<file path="config.mk">
export PLATFORM = sky130hd
export DESIGN_NAME = button_event_arbiter
export DESIGN_NICKNAME = d
export VERILOG_FILES = /design/src/rtl/button_event_arbiter_pkg.sv /design/src/rtl/button_event_arbiter_btn_press_classifier.sv /design/src/rtl/button_event_arbiter.sv
export SDC_FILE = /design/constraint.sdc
export NUM_CORES = 1
export LEC_CHECK = 0
export ABC_CLOCK_PERIOD_IN_PS = 6400
export CAP_MARGIN = 15
export CELL_PAD_IN_SITES_DETAIL_PLACEMENT = 0
export CELL_PAD_IN_SITES_GLOBAL_PLACEMENT = 2
export CORE_UTILIZATION = 37
export CTS_BUF_LIST = sky130_fd_sc_hd__clkbuf_16
export DETAILED_ROUTE_END_ITERATION = 8
export PLACE_DENSITY_LB_ADDON = 0.25
export SLEW_MARGIN = 25
export SYNTH_ARGS = -nofsm -noshare
export SYNTH_HDL_FRONTEND = slang
export SYNTH_SLANG_ARGS = --single-unit
</file>
<file path="constraint.sdc">
create_clock -name clk -period 6.4 [get_ports clk]
set_input_delay 0.64 -clock clk [delete_from_list [all_inputs] [get_ports clk]]
set_output_delay 0.64 -clock clk [all_outputs]
set_load 0.02 [all_outputs]
</file>
<file path="src/rtl/button_event_arbiter_pkg.sv">
// -----------------------------------------------------------------------------
// button_event_arbiter_pkg
//
// Shared definitions for the button event path: default debounce and
// long-press thresholds (50 MHz clock), the evt_long encoding, and a small
// index helper used by the round-robin pointer.
// -----------------------------------------------------------------------------
package button_event_arbiter_pkg;

    // 20 ms of stable input at 50 MHz before a level change is accepted.
    localparam int unsigned DEFAULT_DB_CYCLES   = 1000000;
    // 5 s of debounced hold at 50 MHz classifies a press as long.
    localparam int unsigned DEFAULT_LONG_CYCLES = 250000000;

    // evt_long encoding.
    localparam logic EVT_SHORT = 1'b0;
    localparam logic EVT_LONG  = 1'b1;

    // (idx + 1) mod n, for idx in [0, n-1].
    function automatic int unsigned wrap_inc(input int unsigned idx,
                                             input int unsigned n);
        return ((idx + 1) >= n) ? 0 : (idx + 1);
    endfunction

endpackage : button_event_arbiter_pkg

</file>
<file path="src/rtl/button_event_arbiter_btn_press_classifier.sv">
// -----------------------------------------------------------------------------
// btn_press_classifier
//
// Per-button front end: 2-flop synchronizer, polarity fix-up, debounce
// counter, hold counter and short/long press classification.
//
// Ports
//   clk        system clock
//   reset      asynchronous, active-high
//   btn_raw    unsynchronized, bouncing button pin
//   level      debounced pressed level (1 = pressed)
//   short_set  one-cycle pulse: press released before LONG_CYCLES of hold
//   long_set   one-cycle pulse: hold reached LONG_CYCLES while still pressed
//
// Both pulses are registered and appear in the cycle right after the
// debounced edge (or threshold) that qualifies them.
// -----------------------------------------------------------------------------
module btn_press_classifier
    import button_event_arbiter_pkg::*;
#(
    parameter int unsigned DB_CYCLES      = DEFAULT_DB_CYCLES,
    parameter int unsigned LONG_CYCLES    = DEFAULT_LONG_CYCLES,
    parameter bit          BTN_ACTIVE_LOW = 1'b1
) (
    input  logic clk,
    input  logic reset,
    input  logic btn_raw,
    output logic level,
    output logic short_set,
    output logic long_set
);

    localparam int DB_W   = $clog2(DB_CYCLES + 1);
    localparam int HOLD_W = $clog2(LONG_CYCLES + 1);

    localparam logic [DB_W-1:0]   DB_LAST   = DB_W'(DB_CYCLES - 1);
    localparam logic [HOLD_W-1:0] HOLD_MAX  = HOLD_W'(LONG_CYCLES);
    localparam logic [HOLD_W-1:0] HOLD_LAST = HOLD_W'(LONG_CYCLES - 1);

    logic              sync_q1;
    logic              sync_q2;
    logic              pressed;
    logic              toggle;
    logic [DB_W-1:0]   db_cnt;
    logic [HOLD_W-1:0] hold_cnt;

    // Synchronizer flops clear to 0. With an active-low pin this reads as
    // "pressed" for the first two cycles after reset; the debounce counter
    // absorbs that as long as DB_CYCLES exceeds the synchronizer depth.
    always_ff @(posedge clk or posedge reset) begin
        if (reset) begin
            sync_q1 <= 1'b0;
            sync_q2 <= 1'b0;
        end else begin
            sync_q1 <= btn_raw;
            sync_q2 <= sync_q1;
        end
    end

    assign pressed = BTN_ACTIVE_LOW ? ~sync_q2 : sync_q2;

    // The level flips on the DB_CYCLES-th consecutive disagreeing cycle.
    assign toggle = (pressed != level) && (db_cnt == DB_LAST);

    always_ff @(posedge clk or posedge reset) begin
        if (reset) begin
            db_cnt <= '0;
            level  <= 1'b0;
        end else if (pressed == level) begin
            db_cnt <= '0;
        end else if (toggle) begin
            db_cnt <= '0;
            level  <= ~level;
        end else begin
            db_cnt <= db_cnt + DB_W'(1);
        end
    end

    // Hold counter restarts on the rising debounced edge and saturates at
    // LONG_CYCLES, so the long pulse fires once per press and the release of
    // a long press (count already at LONG_CYCLES) yields no short pulse.
    always_ff @(posedge clk or posedge reset) begin
        if (reset) begin
            hold_cnt  <= '0;
            short_set <= 1'b0;
            long_set  <= 1'b0;
        end else begin
            short_set <= 1'b0;
            long_set  <= 1'b0;
            if (toggle && !level) begin
                hold_cnt <= '0;
            end else if (toggle && level) begin
                short_set <= (hold_cnt < HOLD_MAX);
            end else if (level && (hold_cnt < HOLD_MAX)) begin
                hold_cnt <= hold_cnt + HOLD_W'(1);
                if (hold_cnt == HOLD_LAST) begin
                    long_set <= 1'b1;
                end
            end
        end
    end

endmodule : btn_press_classifier

</file>
<file path="src/rtl/button_event_arbiter.sv">
// -----------------------------------------------------------------------------
// button_event_arbiter
//
// Turns NUM_BTN raw, bouncing buttons into a stream of short/long press
// events for a consumer FSM.
//
// Ports
//   clk           system clock
//   reset         asynchronous, active-high
//   btn_raw       raw button pins (active low when BTN_ACTIVE_LOW=1)
//   btn_level     debounced pressed level per button, 1 = pressed
//   evt_valid     an event is presented
//   evt_ready     consumer accepts the presented event
//   evt_btn       index of the button that produced the event
//   evt_long      EVT_LONG for a long press, EVT_SHORT for a short press
//   evt_overflow  one-cycle pulse when a pending, undelivered event is
//                 overwritten by a new one of the same kind
//
// Handshake: an event transfers on every cycle where evt_valid and evt_ready
// are both high. While evt_valid is high and evt_ready is low, evt_btn and
// evt_long hold. evt_ready is ignored while evt_valid is low. After a
// transfer the next pending event (if any) is presented in the following
// cycle, so a ready consumer can drain one event per cycle.
//
// Each button keeps one short-pending and one long-pending flag. A
// round-robin arbiter picks among buttons with any flag set (long first
// within a button) whenever the output register may be reloaded.
// -----------------------------------------------------------------------------
module button_event_arbiter
    import button_event_arbiter_pkg::*;
#(
    parameter int unsigned NUM_BTN        = 4,
    parameter int unsigned DB_CYCLES      = DEFAULT_DB_CYCLES,
    parameter int unsigned LONG_CYCLES    = DEFAULT_LONG_CYCLES,
    parameter bit          BTN_ACTIVE_LOW = 1'b1
) (
    input  logic                       clk,
    input  logic                       reset,
    input  logic [NUM_BTN-1:0]         btn_raw,
    output logic [NUM_BTN-1:0]         btn_level,
    output logic                       evt_valid,
    input  logic                       evt_ready,
    output logic [$clog2(NUM_BTN)-1:0] evt_btn,
    output logic                       evt_long,
    output logic                       evt_overflow
);

    localparam int BTN_W = $clog2(NUM_BTN);

    logic [NUM_BTN-1:0] short_set;
    logic [NUM_BTN-1:0] long_set;
    logic [NUM_BTN-1:0] short_pend;
    logic [NUM_BTN-1:0] long_pend;
    logic [NUM_BTN-1:0] pend_req;
    logic [NUM_BTN-1:0] clr_short;
    logic [NUM_BTN-1:0] clr_long;

    logic [BTN_W-1:0]   rr_ptr;
    logic [BTN_W-1:0]   grant_idx;
    logic [BTN_W:0]     cand;
    logic               grant_any;
    logic               grant_long;
    logic               load;
    logic               grant_fire;
    logic               ovf_hit;

    // -------------------------------------------------------------------------
    // Per-button front ends
    // -------------------------------------------------------------------------
    for (genvar g = 0; g < NUM_BTN; g++) begin : gen_btn
        btn_press_classifier #(
            .DB_CYCLES      (DB_CYCLES),
            .LONG_CYCLES    (LONG_CYCLES),
            .BTN_ACTIVE_LOW (BTN_ACTIVE_LOW)
        ) u_cls (
            .clk       (clk),
            .reset     (reset),
            .btn_raw   (btn_raw[g]),
            .level     (btn_level[g]),
            .short_set (short_set[g]),
            .long_set  (long_set[g])
        );
    end

    // -------------------------------------------------------------------------
    // Round-robin arbiter
    // -------------------------------------------------------------------------
    assign pend_req = short_pend | long_pend;

    // Offsets are walked from farthest to nearest so that the requester
    // closest to rr_ptr makes the last (winning) assignment.
    always_comb begin
        grant_any = 1'b0;
        grant_idx = '0;
        cand      = '0;
        for (int k = NUM_BTN - 1; k >= 0; k--) begin
            cand = {1'b0, rr_ptr} + (BTN_W+1)'(k);
            if (cand >= (BTN_W+1)'(NUM_BTN)) begin
                cand = cand - (BTN_W+1)'(NUM_BTN);
            end
            if (pend_req[cand[BTN_W-1:0]]) begin
                grant_any = 1'b1;
                grant_idx = cand[BTN_W-1:0];
            end
        end
    end

    assign grant_long = long_pend[grant_idx];
    assign load       = ~evt_valid | evt_ready;
    assign grant_fire = load & grant_any;

    // Only the flag that is actually delivered is consumed; a button with
    // both flags keeps its short flag for a later grant.
    always_comb begin
        clr_short = '0;
        clr_long  = '0;
        if (grant_fire) begin
            if (grant_long) begin
                clr_long[grant_idx] = 1'b1;
            end else begin
                clr_short[grant_idx] = 1'b1;
            end
        end
    end

    // A set landing on a flag that stays set (not consumed this cycle) loses
    // an event. A set landing on a flag that is being granted re-arms it.
    assign ovf_hit = |((short_set & short_pend & ~clr_short) |
                       (long_set  & long_pend  & ~clr_long));

    always_ff @(posedge clk or posedge reset) begin
        if (reset) begin
            short_pend   <= '0;
            long_pend    <= '0;
            evt_overflow <= 1'b0;
        end else begin
            short_pend   <= (short_pend & ~clr_short) | short_set;
            long_pend    <= (long_pend  & ~clr_long)  | long_set;
            evt_overflow <= ovf_hit;
        end
    end

    // -------------------------------------------------------------------------
    // Output register
    // -------------------------------------------------------------------------
    always_ff @(posedge clk or posedge reset) begin
        if (reset) begin
            evt_valid <= 1'b0;
            evt_btn   <= '0;
            evt_long  <= EVT_SHORT;
            rr_ptr    <= '0;
        end else if (load) begin
            evt_valid <= grant_any;
            if (grant_any) begin
                evt_btn  <= grant_idx;
                evt_long <= grant_long ? EVT_LONG : EVT_SHORT;
                rr_ptr   <= BTN_W'(wrap_inc(int'(grant_idx), NUM_BTN));
            end
        end
    end

endmodule : button_event_arbiter

</file>
==> impl_metrics.toml <==
[grt]
antenna_found_initial = 0
grt_pass1_vias = 8645
track_usage_pct = 16.40
grt_max_degree = 59
grt_pass1_wl_um = 43570
overflow = 0

[final_layout]
final_layout_size_suffix_gt1_share_pct = 6.565
fin_area_um2 = 12940
syn2layout_area_growth_pct = 11.80
utilization_pct = 42.20
diodes = 0
nets = 1247

[min_path]
hold_path_class = "reg2reg"
whs_path_depth = 0
hp-start = "gen_btn[3].u_cls.sync_q1"

[synth]
ys_ff_latch = 227
ys_warn_count = 0
ys.flop_type = "dfrtp_1"
avgSynthCellArea_um2 = 9.543
netlist_area_um2 = 11580
synth_edf_count = 0
syn_inst = 1213
ys_types = 79
async_reset_ff_share_pct = 100.0
ys_seq_area_share_pct = 49.07
post-synth-top-count-cell = "dfrtp_1"
synth_top_area_share_pct = 49.07
netlist_top_cells_count = "dfrtp_1, nand2_1, nor2_1"
synth_area_leaders = "dfrtp_1, nand2_1, nor2_1, nand3_1, xnor2_1"
synth_fp_nets = 1230
synth_area_leader_cell = "dfrtp_1"

[routing]
viasPerCell = 5.283
firstDrtPassIters = 5
antenna_left = 0
drcViolationCount = 0
drt_iter0_markers = 507
wl_per_cell_um = 15.18
dr_total_vias = 8691
routed_wl_um = 24970

[die]
dieArea_um2 = 32000
dieWidth_um = 178.9
die_height_um = 178.9
fp-row-count = 64
start_util_pct = 37.74
io_pins = 16
core_area_um2 = 30670

[cts]
numCtsBuffers = 27
cts_resized = 0
post_cts_buffers = 0
htreeDepth = 1
insertion_delay_ns = 0.55
cts.clk_slew.worst_paths_ns = 0.06
cts_tree = "built"
postCtsHoldBufs = 0
cts_buffer_depth = 3
clock_sinks = 227
root_buffer = "clkbuf_16"

[place]
post-place-ws_ns = 3.409
place_area_um2 = 12120
gp_congestion = 0.7869
dpl.hpwl_um = 16420
numPortBuffers = 15

[worst_setup_path]
critPathLaunchType = "flop"
critical_path.max_stage_delay_ns = 0.71
worst-path-max-fanout = 27
slowest_stage = "nand2_1"
required_ns = 6.81
reg2reg_depth = 8
r2r-start = "gen_btn[2].u_cls.db_cnt[0]"
cp.arrival_ns = 3.37
cp-end-kind = "flop"
criticalPathCategory = "reg2reg"
crit_start = "gen_btn[2].u_cls.db_cnt[0]"
path_cells = "ha_1 > and3_1 > and3_2 > nand2_2 > nor4_2 > nand2_1 > o311ai_0 > o31ai_1"

[sta]
max_freq_mhz = 338.5
finalCriticalPeriod_ns = 2.955
fin_crit_sh_pct = 46.16
worst_pin_slew_ns = 0.9555
setup_viol = 0
fin_setup_tns_ns = 0
slew_headroom_pct = 36.15
hold_viol = 0
hold_ws_ns = 0.3505
maxSlewViolCount = 0
clock_skew_ns = 0.02449
rsz0062_at_grt = "no"
worst_slack_ns = 3.445

[pwr]
power_density_nw_per_um2 = 227.9
ir_worst_vdd_uv = 175.0
p_leak_nw = 5.527

[status]
status = "complete, no violations"

[job]
maxCapViolations = 0
-- worst paths after layout --
| check | endpoint | slack [ns] |
|---|---|---|
| setup / recovery | gen_btn[2].u_cls.hold_cnt[10] | 3.45 |
| min in group asynchronous | gen_btn[3].u_cls.sync_q1 | 0.43 |
| hold / removal | gen_btn[3].u_cls.sync_q2 | 0.35 |
| max in group asynchronous | gen_btn[0].u_cls.hold_cnt[15] | 4.30 |
| hold reg to reg | gen_btn[3].u_cls.sync_q2 | 0.35 |
| setup reg to reg | gen_btn[2].u_cls.hold_cnt[10] | 3.45 |
-- cells in the final DEF (no fill, tap or decap), drive strengths merged, types with 24 or more instances in the layout --
cell type,Yosys,layout
o21ai,47,47
nand2,151,151
dfrtp,227,227
nand4,34,34
clkbuf,17,27
nor2,150,150
nor3,48,48
xor2,48,48
a21oi,24,24
inv,26,32
and3,38,38
mux2i,31,31
xnor2,51,51
nand3,92,92
-- flip-flops by register name, indices dropped and copies added (netlist names) --
| name | count |
|---|---|
| long_pend | 4 |
| gen_btn.u_cls.level | 4 |
| rr_ptr | 2 |
| gen_btn.u_cls.sync_q2 | 4 |
| evt_btn | 2 |
| gen_btn.u_cls.sync_q1 | 4 |
| evt_overflow | 1 |
| evt_long | 1 |
| gen_btn.u_cls.hold_cnt | 112 |
| gen_btn.u_cls.long_set | 4 |
| short_pend | 4 |
| evt_valid | 1 |
| gen_btn.u_cls.short_set | 4 |
| gen_btn.u_cls.db_cnt | 80 |
-- metal layers --
metal | part of all wire, % | wire length, um | GRT usage [%]
met5 | 0 | 0 | 0
met4 | 1.9 | 468 | 3.743
met3 | 2.8 | 709 | 2.460
met2 | 45 | 11230 | 26.05
met1 | 50 | 12570 | 23.45
-- per-stage QoR --
stage | power [mW] | cells
2_1_floorplan | 1.514 | 1213
3_3_place_gp | 1.534 | 1597
3_5_place_dp | 1.534 | 1597
4_1_cts | 3.008 | 1645
5_1_grt | 3.069 | 1645
6_report | 2.950 | 1645
-- where the power goes --
group	switching [mW]	internal [mW]	leakage [nW]	total, mW
Clock	0.604	0.842	0.426	1.45
Combinational	0.0413	0.0119	1.97	0.0532
Sequential	0.00691	1.44	3.13	1.45
-- worst max-delay path, delay by kind of cell (launching register included) --
family / cells / cell delay, ns
AND/OR/NAND/NOR: 5 / 1.77
AO/OA/AOI/OAI: 2 / 0.46
flip-flops: 1 / 0.38
adder cells (fa/ha/maj): 1 / 0.19
-- cell families (layout without fill, tap and decap cells) --
| logic type | count (synthesis) | count (layout) | synth area share, % |
|---|---|---|---|
| AOI/OAI and AO/OA | 157 | 157 | 8.993 |
| buffers and inverters | 61 | 97 | 2.367 |
| xor gates and xnor gates | 99 | 99 | 7.555 |
| and+or+nand+nor | 625 | 625 | 27.96 |
| adders and majority gates | 10 | 10 | 1.081 |
| muxes | 34 | 34 | 2.972 |
| DFF | 227 | 227 | 49.07 |
-- layout make-up --
class                   instances  area (um^2)
flip-flops and latches        227         5680
inverters                      26        101.3
clock buffers                  27        675.6
repair buffers                 23        210.2
clock inverters                21        148.9
fillers                      3048        17730
multi-input cells             925         5630
well taps                     396        495.5
Note: power is estimated with default switching activity, not from simulation.
